$ cat config.mk
export PLATFORM = sky130hd
export DESIGN_NAME = pc_fetch_ctrl
export DESIGN_NICKNAME = d
export VERILOG_FILES = /design/src/rtl/mips_pc_pkg.sv /design/src/rtl/pc_next_mux.sv /design/src/rtl/pc_fetch_ctrl.sv
export SDC_FILE = /design/constraint.sdc
export NUM_CORES = 1
export LEC_CHECK = 0
export ABC_AREA = 0
export CAP_MARGIN = 20
export CELL_PAD_IN_SITES_DETAIL_PLACEMENT = 0
export CELL_PAD_IN_SITES_GLOBAL_PLACEMENT = 2
export CORE_MARGIN = 2
export CORE_UTILIZATION = 25
export DETAILED_ROUTE_END_ITERATION = 7
export GPL_TIMING_DRIVEN = 0
export PLACE_DENSITY = 0.87
export SYNTH_ARGS = -nofsm -noshare
export SYNTH_HDL_FRONTEND = slang
export SYNTH_SLANG_ARGS = --single-unit
$ cat constraint.sdc
create_clock -name clk -period 2.7 [get_ports clk]
set_input_delay 0.27 -clock clk [delete_from_list [all_inputs] [get_ports clk]]
set_output_delay 0.27 -clock clk [all_outputs]
set_load 0.01 [all_outputs]
$ cat src/rtl/mips_pc_pkg.sv
// Shared types and constants for the MIPS fetch-stage PC sequencer.
// Contents:
//   pc_state_e - sequencer FSM states
//   redir_e    - source of the next PC value (none = PC+4, exception, branch, jump)
//   PC_INC     - sequential PC increment
//   WAIT_W     - width of the imem_ack wait counter
package mips_pc_pkg;

  typedef enum logic [1:0] {
    BOOT,
    FETCH,
    HOLD
  } pc_state_e;

  typedef enum logic [1:0] {
    NONE,
    EXC,
    BR,
    JMP
  } redir_e;

  localparam logic [31:0] PC_INC = 32'd4;
  localparam int unsigned WAIT_W = 8;

endpackage

$ cat src/rtl/pc_next_mux.sv
// Combinational select of the next PC value.
// Optional build macro: ALIGN_CHECK_EN
//   defined   - a branch/jump target with [1:0] != 0 raises align_err and selects EXC_VECTOR
//   undefined - target bits [1:0] are forced to zero, align_err stays low
// Ports:
//   boot      in   first cycle after reset, selects RESET_VECTOR
//   src       in   next-PC source (NONE = PC+4, EXC, BR, JMP)
//   target    in   redirect target used for BR/JMP
//   pc_cur    in   current PC
//   pc_next   out  selected next PC
//   align_err out  misaligned redirect target detected
module pc_next_mux
  import mips_pc_pkg::*;
#(
  parameter logic [31:0] RESET_VECTOR = 32'h0000_0000,
  parameter logic [31:0] EXC_VECTOR   = 32'h0000_0080
) (
  input  logic        boot,
  input  redir_e      src,
  input  logic [31:0] target,
  input  logic [31:0] pc_cur,
  output logic [31:0] pc_next,
  output logic        align_err
);

  always_comb begin
    align_err = 1'b0;
    pc_next   = pc_cur + PC_INC;
    if (boot) begin
      pc_next = RESET_VECTOR;
    end else begin
      unique case (src)
        EXC: pc_next = EXC_VECTOR;
        BR, JMP: begin
`ifdef ALIGN_CHECK_EN
          if (target[1:0] != 2'b00) begin
            align_err = 1'b1;
            pc_next   = EXC_VECTOR;
          end else begin
            pc_next = target;
          end
`else
          pc_next = target & ~32'h3;
`endif
        end
        default: pc_next = pc_cur + PC_INC;  // wraps modulo 2^32
      endcase
    end
  end

endmodule

$ cat src/rtl/pc_fetch_ctrl.sv
// Sequencer for the fetch-stage PC register: drives its enable/next value, runs the
// instruction-memory req/ack handshake, arbitrates redirects (exception > branch > jump >
// PC+4), holds one pending redirect across stalls and flushes IF/ID on every redirect.
// Optional build macro: ALIGN_CHECK_EN (misaligned redirect targets become exceptions).
// Ports:
//   clk, rst_n                     clock, asynchronous active-low reset
//   pc_cur                in  32   PC register output
//   pc_en, pc_next        out      PC register enable / next value
//   imem_req, imem_addr   out      fetch request (held until ack) / address (= pc_cur)
//   imem_ack              in       fetch data valid
//   stall                 in       hazard-unit stall
//   exc                   in       exception pulse from later stages
//   branch_taken/_target  in       resolved taken branch
//   jump/jump_target      in       jump request
//   flush                 out      registered one-cycle IF/ID kill
//   fetch_err             out      registered one-cycle fetch-error pulse
//   epc                   out  32  PC captured on exception, timeout or misalignment
module pc_fetch_ctrl
  import mips_pc_pkg::*;
#(
  parameter logic [31:0] RESET_VECTOR = 32'h0000_0000,
  parameter logic [31:0] EXC_VECTOR   = 32'h0000_0080,
  parameter int unsigned MAX_WAIT     = 15
) (
  input  logic        clk,
  input  logic        rst_n,
  input  logic [31:0] pc_cur,
  output logic        pc_en,
  output logic [31:0] pc_next,
  output logic        imem_req,
  output logic [31:0] imem_addr,
  input  logic        imem_ack,
  input  logic        stall,
  input  logic        exc,
  input  logic        branch_taken,
  input  logic [31:0] branch_target,
  input  logic        jump,
  input  logic [31:0] jump_target,
  output logic        flush,
  output logic        fetch_err,
  output logic [31:0] epc
);

  localparam logic [WAIT_W-1:0] MaxWaitCnt = WAIT_W'(MAX_WAIT);

  pc_state_e         state_q, state_d;
  redir_e            pend_src_q, pend_src_d;
  logic [31:0]       pend_tgt_q, pend_tgt_d;
  logic [WAIT_W-1:0] wait_cnt_q, wait_cnt_d;
  logic              drop_q, drop_d;
  logic              flush_q, flush_d;
  logic              fetch_err_q, fetch_err_d;
  logic [31:0]       epc_q, epc_d;

  redir_e      live_src, sel_src;
  logic [31:0] live_tgt, sel_tgt;
  logic        req, take_exc, timeout, advance, use_redir, align_err;

  // Request is suppressed for one cycle after an exception or timeout redirect.
  assign req       = (state_q == FETCH) && !drop_q;
  assign take_exc  = (state_q != BOOT) && exc;
  assign timeout   = req && !imem_ack && (wait_cnt_q == MaxWaitCnt);
  assign advance   = !take_exc &&
                     ((req && imem_ack && !stall) || ((state_q == HOLD) && !stall));
  assign use_redir = advance && ((sel_src == BR) || (sel_src == JMP));

  assign imem_req  = req;
  assign imem_addr = pc_cur;
  assign flush     = flush_q;
  assign fetch_err = fetch_err_q;
  assign epc       = epc_q;

  always_comb begin
    live_src = NONE;
    live_tgt = jump_target;
    if (branch_taken) begin
      live_src = BR;
      live_tgt = branch_target;
    end else if (jump) begin
      live_src = JMP;
    end

    // A redirect arriving in the same cycle as the advance beats the held one.
    sel_src = pend_src_q;
    sel_tgt = pend_tgt_q;
    if (take_exc || timeout) begin
      sel_src = EXC;
    end else if (live_src != NONE) begin
      sel_src = live_src;
      sel_tgt = live_tgt;
    end
  end

  pc_next_mux #(
    .RESET_VECTOR (RESET_VECTOR),
    .EXC_VECTOR   (EXC_VECTOR)
  ) u_next_mux (
    .boot      (state_q == BOOT),
    .src       (sel_src),
    .target    (sel_tgt),
    .pc_cur    (pc_cur),
    .pc_next   (pc_next),
    .align_err (align_err)
  );

  always_comb begin
    state_d     = state_q;
    pend_src_d  = pend_src_q;
    pend_tgt_d  = pend_tgt_q;
    drop_d      = 1'b0;
    flush_d     = 1'b0;
    fetch_err_d = 1'b0;
    epc_d       = epc_q;
    pc_en       = 1'b0;

    if (state_q == BOOT) begin
      // Gated so the register stays disabled while reset is asserted.
      pc_en   = rst_n;
      state_d = FETCH;
    end else if (take_exc || timeout) begin
      pc_en       = 1'b1;
      flush_d     = 1'b1;
      fetch_err_d = timeout && !take_exc;
      epc_d       = pc_cur;
      drop_d      = 1'b1;
      pend_src_d  = NONE;
      state_d     = FETCH;
    end else if (advance) begin
      pc_en      = 1'b1;
      pend_src_d = NONE;
      state_d    = FETCH;
      if (use_redir) begin
        flush_d = 1'b1;
        if (align_err) begin
          fetch_err_d = 1'b1;
          epc_d       = sel_tgt;
        end
      end
    end else begin
      if (live_src != NONE) begin
        pend_src_d = live_src;
        pend_tgt_d = live_tgt;
      end
      if (req && imem_ack) begin
        state_d = HOLD;
      end
    end

    wait_cnt_d = (req && !imem_ack && !pc_en) ? wait_cnt_q + WAIT_W'(1) : '0;
  end

  always_ff @(posedge clk or negedge rst_n) begin
    if (!rst_n) begin
      state_q     <= BOOT;
      pend_src_q  <= NONE;
      pend_tgt_q  <= '0;
      wait_cnt_q  <= '0;
      drop_q      <= 1'b0;
      flush_q     <= 1'b0;
      fetch_err_q <= 1'b0;
      epc_q       <= '0;
    end else begin
      state_q     <= state_d;
      pend_src_q  <= pend_src_d;
      pend_tgt_q  <= pend_tgt_d;
      wait_cnt_q  <= wait_cnt_d;
      drop_q      <= drop_d;
      flush_q     <= flush_d;
      fetch_err_q <= fetch_err_d;
      epc_q       <= epc_d;
    end
  end

endmodule
After elaboration in Yosys (flattened, before gate mapping):

Index checks and enable logic that the tools add are counted.
Widths: inputs -> output; s select.

* flip-flop bits (word level): 79
* output and inout port bits: 100
* word-level logic and storage cells: 72

* add/subtract/negate cells: 2
* equality and inequality tests: 6
* mux-type cells: 27
* bitwise logic cells: 3
* reduce and logical (&&, ||, !) cells: 26

Operator list (count)
* $mux 32: 4
* $pmux 32 s2: 1
* $add 32x3->32 const B: 1
* $mux 2: 10
* $logic_and 1x1->1: 11
* $mux 1: 11
* $add 8x1->8 const B: 1
* $eq 8x4->1 const B: 1
* $mux 8: 1
* $eq 2x2->1 const B: 3
* $logic_not 1->1: 5
* $eq 2x1->1 const B: 2
* $reduce_bool 2->1: 2
* $reduce_bool 4->1: 1
* $logic_or 1x1->1: 3
* $not 1->1: 3
* $reduce_and 3->1: 1
* $logic_not 2->1: 1
* $reduce_and 2->1: 1
* $reduce_or 2->1: 1

Logic depth before layout (Yosys ltp):

* word-level depth: 13
* mapped depth: 9
* mapped depth without buffers: 6

Hierarchy:

Synthesis repeated with hierarchy kept, for this count alone.

* cell total of the unflattened synthesis: 616
* area total of the unflattened synthesis: 5655.4 um2

Modules (own cells, without submodules)
* pc_fetch_ctrl: times used 1, cells each 458, area an instance 4680.7 um2, seq. area each 1976.9 um2
* pc_next_mux: times used 1, cells each 158, area an instance 974.7 um2, seq. area each 0.0 um2

Worst setup path before layout:

Ideal clock, no wire load.

* kind: flip-flop to output port
* from: reg wait_cnt_q[0]
* to: out pc_next[25]
* arrival time: 2015 ps
* setup slack: 415 ps
* stages on the path, launching flop included: 9
* buffers on the path: 3
* cell sequence: dfrtp_1 -> ha_1 -> and3_1 -> and3_1 -> buf_4 -> or3_1 -> buf_6 -> buf_6 -> o22ai_1

* longest elaborated chain between the ends: 8

RTL lines
* from (decl): line pc_fetch_ctrl.sv:49 `logic [WAIT_W-1:0] wait_cnt_q, wait_cnt_d;`
* from (signal assigned): line pc_fetch_ctrl.sv:166 `wait_cnt_q <= wait_cnt_d;`
* $eq 8x4->1 *: line pc_fetch_ctrl.sv:62 `assign timeout = req && !imem_ack && (wait_cnt_q == MaxWaitCnt);`
* $logic_and 1x1->1 *: line pc_fetch_ctrl.sv:62
* $logic_or 1x1->1 *: line pc_fetch_ctrl.sv:86 `if (take_exc || timeout) begin`
* $mux 2: line pc_fetch_ctrl.sv:86
* $eq 2x2->1: line pc_next_mux.sv:32 `unique case (src)`
* $reduce_or 2->1: line pc_next_mux.sv:32
* $pmux 32 s2 *: line pc_next_mux.sv:32
* $mux 32 *: line pc_next_mux.sv:29 `if (boot) begin`
* to (decl): line pc_fetch_ctrl.sv:29 `output logic [31:0] pc_next,`

Mark *: on every way between the ends. The rest lies on a longest branch, timed or not.

Worst setup path after layout:

* from: in pc_cur[22]
* to: out pc_next[31]

* longest elaborated chain between the ends: 3

RTL lines
* from (decl): line pc_fetch_ctrl.sv:27 `input logic [31:0] pc_cur,`
* $add 32x3->32: line pc_next_mux.sv:46 `default: pc_next = pc_cur + PC_INC;`
* $pmux 32 s2: line pc_next_mux.sv:32
* $mux 32: line pc_next_mux.sv:29

No other way between the ends.

==> impl_summary.md <==
Pwr
Net switching is 30.75% of the power. The share of total power in sequential cells is 35.0%. The combinational share of power is about 33%. Summed over all nets, the switching power comes to between 0.001 and 0.0015 W. The cell-internal power is between 0.002 and 0.003 W. The clock network burns ~32% of the power. The power per cell area is roughly 530 nW/um^2. The leakage power summed over all cells is about 3.4 nW. The largest vdd supply drop is approximately 0.00033 V.

CTS
CTS placed an instance of clkbuf_16 at the clock tree root. Clock-pin slew was measured on the worst setup and hold paths at ~0.060 ns. The TritonCTS sink count is 77.

The depth of the CTS H-tree is 3. TritonCTS built the clock tree. The clock passes through at most 2 buffers.

The clock reaches the later pin of the worst-skew pair after approximately 0.34 ns. The number of buffers added by the clock tree synthesis step is 9.

Floorplanning
The horizontal die dimension is roughly 150 um. The effective utilization at floorplan is around a quarter. The number of rows created at floorplan is 51. The core region area is between 15000 and 20000 sq um. Measured along the y axis, the die boundary spans about 150 um. a little over 200 I/O pins were placed. The die area is 21180 sq um.

Placement
Detailed placement ended at an HPWL of ~15000 um. The number of I/O port buffers is approximately 200. The number of instances in the placed design is between 1000 and 1500. Before CTS, the worst setup slack after placement is -0.5981 ns. The final weighted congestion in routability-driven placement is approximately 0.77. In this run the cell area measured after placement is roughly 7300 sq um.

Min path
Along the worst hold path, the cell count comes to 2. The startpoint identified for the worst hold timing path is pc_cur[8]. The tightest min-delay check is of the input pin to register type. For hold timing, the worst endpoint is epc[8].

Logic synthesis
In this run, synthesis inferred 0 flip-flops with an integrated enable. The combined area of all synthesized cells is around 5000 sq um. Sequential elements use 38.48% of the synthesized area. The share of the synthesized area in the top cell type is 38.48%. Synthesis produced 540 cells. The flip-flop and latch count after synthesis is 77. Summed over all instances, the cell type with the most area after synthesis is dfrtp_1.

The netlist uses 59 different library cells. The post-synthesis net count is roughly 650. Ranked by instance count, the synthesized netlist is headed by 77 x dfrtp_1, 65 x nand2_1, 51 x nor2_1. The main flop type after synthesis is dfrtp_1.

The most frequent cell after synthesis is dfrtp_1. The post-synthesis async set-or-reset flop share is 100.0%. The number of synthesis warnings is 0. The mean post-synth cell area is 9.273 sq um. Sorting the synthesized cells by area gives the leading types as dfrtp_1 38%, mux2i_1 6.0%, buf_4 5.4%.

Outcome
The run finished with clean final reports.

Route
Dividing the detail-routed via count by the number of cells gives 4.640. Wire segments on met2 add up to 9019 um in the final route. The residual antenna-violating net count after detailed routing is 0. In the routed design, unresolved DRC markers number 0.

After detailed routing, the met3 layer carries approximately 1100 um of wire. The met1 wire length is 8562 um. The highest metal layer used by the detailed router is met4. Dividing the detail-routed wire length by the instance count gives 18.36 um. The overall via count from detail_route is between 4000 and 5000. For this block, the initial DRC count from the detailed router was about 230. The number of optimization iterations in the first detailed-route pass is 4.

The detailed-route wire length is about 19000 um.

Layout
The fraction of the core area covered by cells at the end of the flow is 39.92%. The register area is roughly 1900 sq um. 0 antenna diodes ended up in the layout. The multi-input combinational cells in the finished layout cover a total of ~2800 sq um. The fraction of final layout cells sized beyond drive strength 1 is approximately a quarter. The final standard cell count with taps included and fillers excluded is between 1000 and 1500.

The number of filler cells placed in the layout is 2000. The layout-stage area growth over the synthesis result is 56.20%. The number of nets in the layout is between 800 and 900. The cell area after layout is between 7000 and 8000 sq um.

Global route
The pin count of the biggest net entering global routing is between 50 and 60. The number of antenna violations at the first check in global routing is 0. The sum of overflow across all layers after global routing is 0. The via count of the first global-routing pass is ~4800. Across every metal layer, demand over resource in global routing totals between 10% and 20%. The global-route wire length before repair is approximately 29000 um.

Setup path
The worst reg2reg path endpoint is pend_tgt_q[28]. The type of the setup path with the least slack is input pin to primary output. At the worst endpoint, the arrival time is approximately 2.3 ns.

STA classifies the critical path endpoint as a primary output. The worst-case reg-to-reg path depth is 7. In this run the critical register-to-register path is launched from state_q[1]. The required time reported for the critical path endpoint is 2.43 ns. The biggest fanout along the worst timing path is 7. The setup check on the worst reg-to-reg path leaves a slack of approximately 0.56 ns. STA classifies the critical path startpoint as an input pin.

STA
The highest achievable clock rate is roughly 380 MHz. The final number of setup-violating endpoints is 0. On the final layout, the worst hold slack is around 0.27 ns. Setup repair after global routing left no endpoint under its margin. Counting I/O delays and the setup requirement, the final critical path takes ~2.6 ns. The final count of hold timing violations is 0. The final worst clock skew is roughly 0.010 ns. The final worst-path cycle share is ~97%. The max-slew violation total from the final report is 0. The tightest slew margin relative to the limit is between 50 and 60%. For the pin with the worst max-slew slack, the measured transition is 0.6799 ns. After layout, the worst setup slack is 0.09080 ns.

Flow run
Across the run, the number of max-cap violations was 0.
[state kept, by name (all words and copies together) (netlist names)]
signal	cells
pend_src_q	2
fetch_err	1
wait_cnt_q	8
epc	32
drop_q	1
pend_tgt_q	30
state_q	2
flush	1
[layout make-up]
cell class	count	share of cell area, %
plain buffers	62	5.727
repair buffers	213	25.68
well taps	265	4.239
multi-input cells	391	35.18
clock buffers	10	3.056
flip-flops and latches	77	24.64
inverters	8	0.3839
clock inverters	6	1.104
[routing by layer]
metal | track usage (%) | vias up
met5 | 0 | -
met4 | 5.490 | 0
met3 | 4.169 | 19
met2 | 28.72 | 145
met1 | 23.44 | 2297
li1 | - | 2327
[worst max-delay path, stage by stage]
cell,delay [ns]
clkdlybuf4s50_1,0.63
nand3_1,0.12
or4_4,0.52
nor4_4,0.23
xnor2_1,0.16
o22ai_2,0.09
dlygate4sd2_1,0.31
[cells in the final DEF, fill, tap and decap left out, types with 3 or more instances in the layout]
cell	netlist	layout
a21oi_1	24	21
a21oi_2	0	3
a22oi_1	8	8
a32oi_1	8	7
buf_2	9	27
buf_4	36	50
buf_6	7	11
clkbuf_1	8	5
clkbuf_16	0	9
clkbuf_2	0	6
clkdlybuf4s50_1	0	149
dfrtp_1	77	77
dlygate4sd2_1	0	13
dlymetal6s2s_1	0	5
inv_1	8	8
mux2_2	23	23
mux2_4	10	10
mux2i_1	30	30
nand2_1	65	65
nand3_1	26	24
nand4_1	7	7
nor2_1	51	51
nor3_1	10	7
nor4_1	4	4
o21ai_0	21	21
o21ai_1	12	12
o22ai_1	16	13
o22ai_4	0	3
xnor2_1	19	19
xor2_1	13	13
[worst max path at each step]
stage                        from     endpoint  cells past startpoint
finish                 pc_cur[22]  pc_next[31]                      7
global route        wait_cnt_q[1]   pc_next[6]                      9
CTS                     pc_cur[4]  pc_next[31]                      7
detailed placement     pc_cur[10]  pc_next[19]                      7
global placement            rst_n        pc_en                      4
floorplan           wait_cnt_q[0]  pc_next[25]                      8
[power groups by stage]
stage	clock (W)	sequential, W	combinational [W]
after floorplan	0	0.00149	0.000618
after global placement	0	0.00147	0.00137
after detailed placement	0	0.00148	0.00138
after CTS	0.00137	0.00146	0.00138
after global routing	0.00142	0.00148	0.00149
final	0.00134	0.00146	0.00138
[through the flow]
| step | power (W) | setup TNS, ns |
|---|---|---|
| 3_3_place_gp | 0.002840 | -159.97 |
| 4_1_cts | 0.004209 | 0 |
| 5_1_grt | 0.004389 | 0 |
| 2_1_floorplan | 0.002113 | 0 |
| 3_5_place_dp | 0.002859 | -13.29 |
| 6_report | 0.004173 | 0 |
[cells by family (layout without fill, tap and decap cells)]
family | count (synthesis) | after routing | synth area share [%]
buf+inv | 72 | 299 | 9.570
flops | 77 | 77 | 38.48
xor+xnor | 32 | 32 | 5.597
simple gates | 194 | 194 | 19.46
fa+ha+maj | 2 | 2 | 0.4997
compound gates | 100 | 100 | 12.22
mux | 63 | 63 | 14.17
[what timing repair did]
item | in CTS | in global routing
endpoints found under the setup margin | 33 | 21
cloned | 1 | 0
pin swaps | 4 | 8
endpoints found under the hold margin | 26 | 0
buffers inserted | 5 | 9
hold buffers | 1 | 0
resized for setup | 141 | 22
No activity file was read; power rests on OpenSTA's default activity.
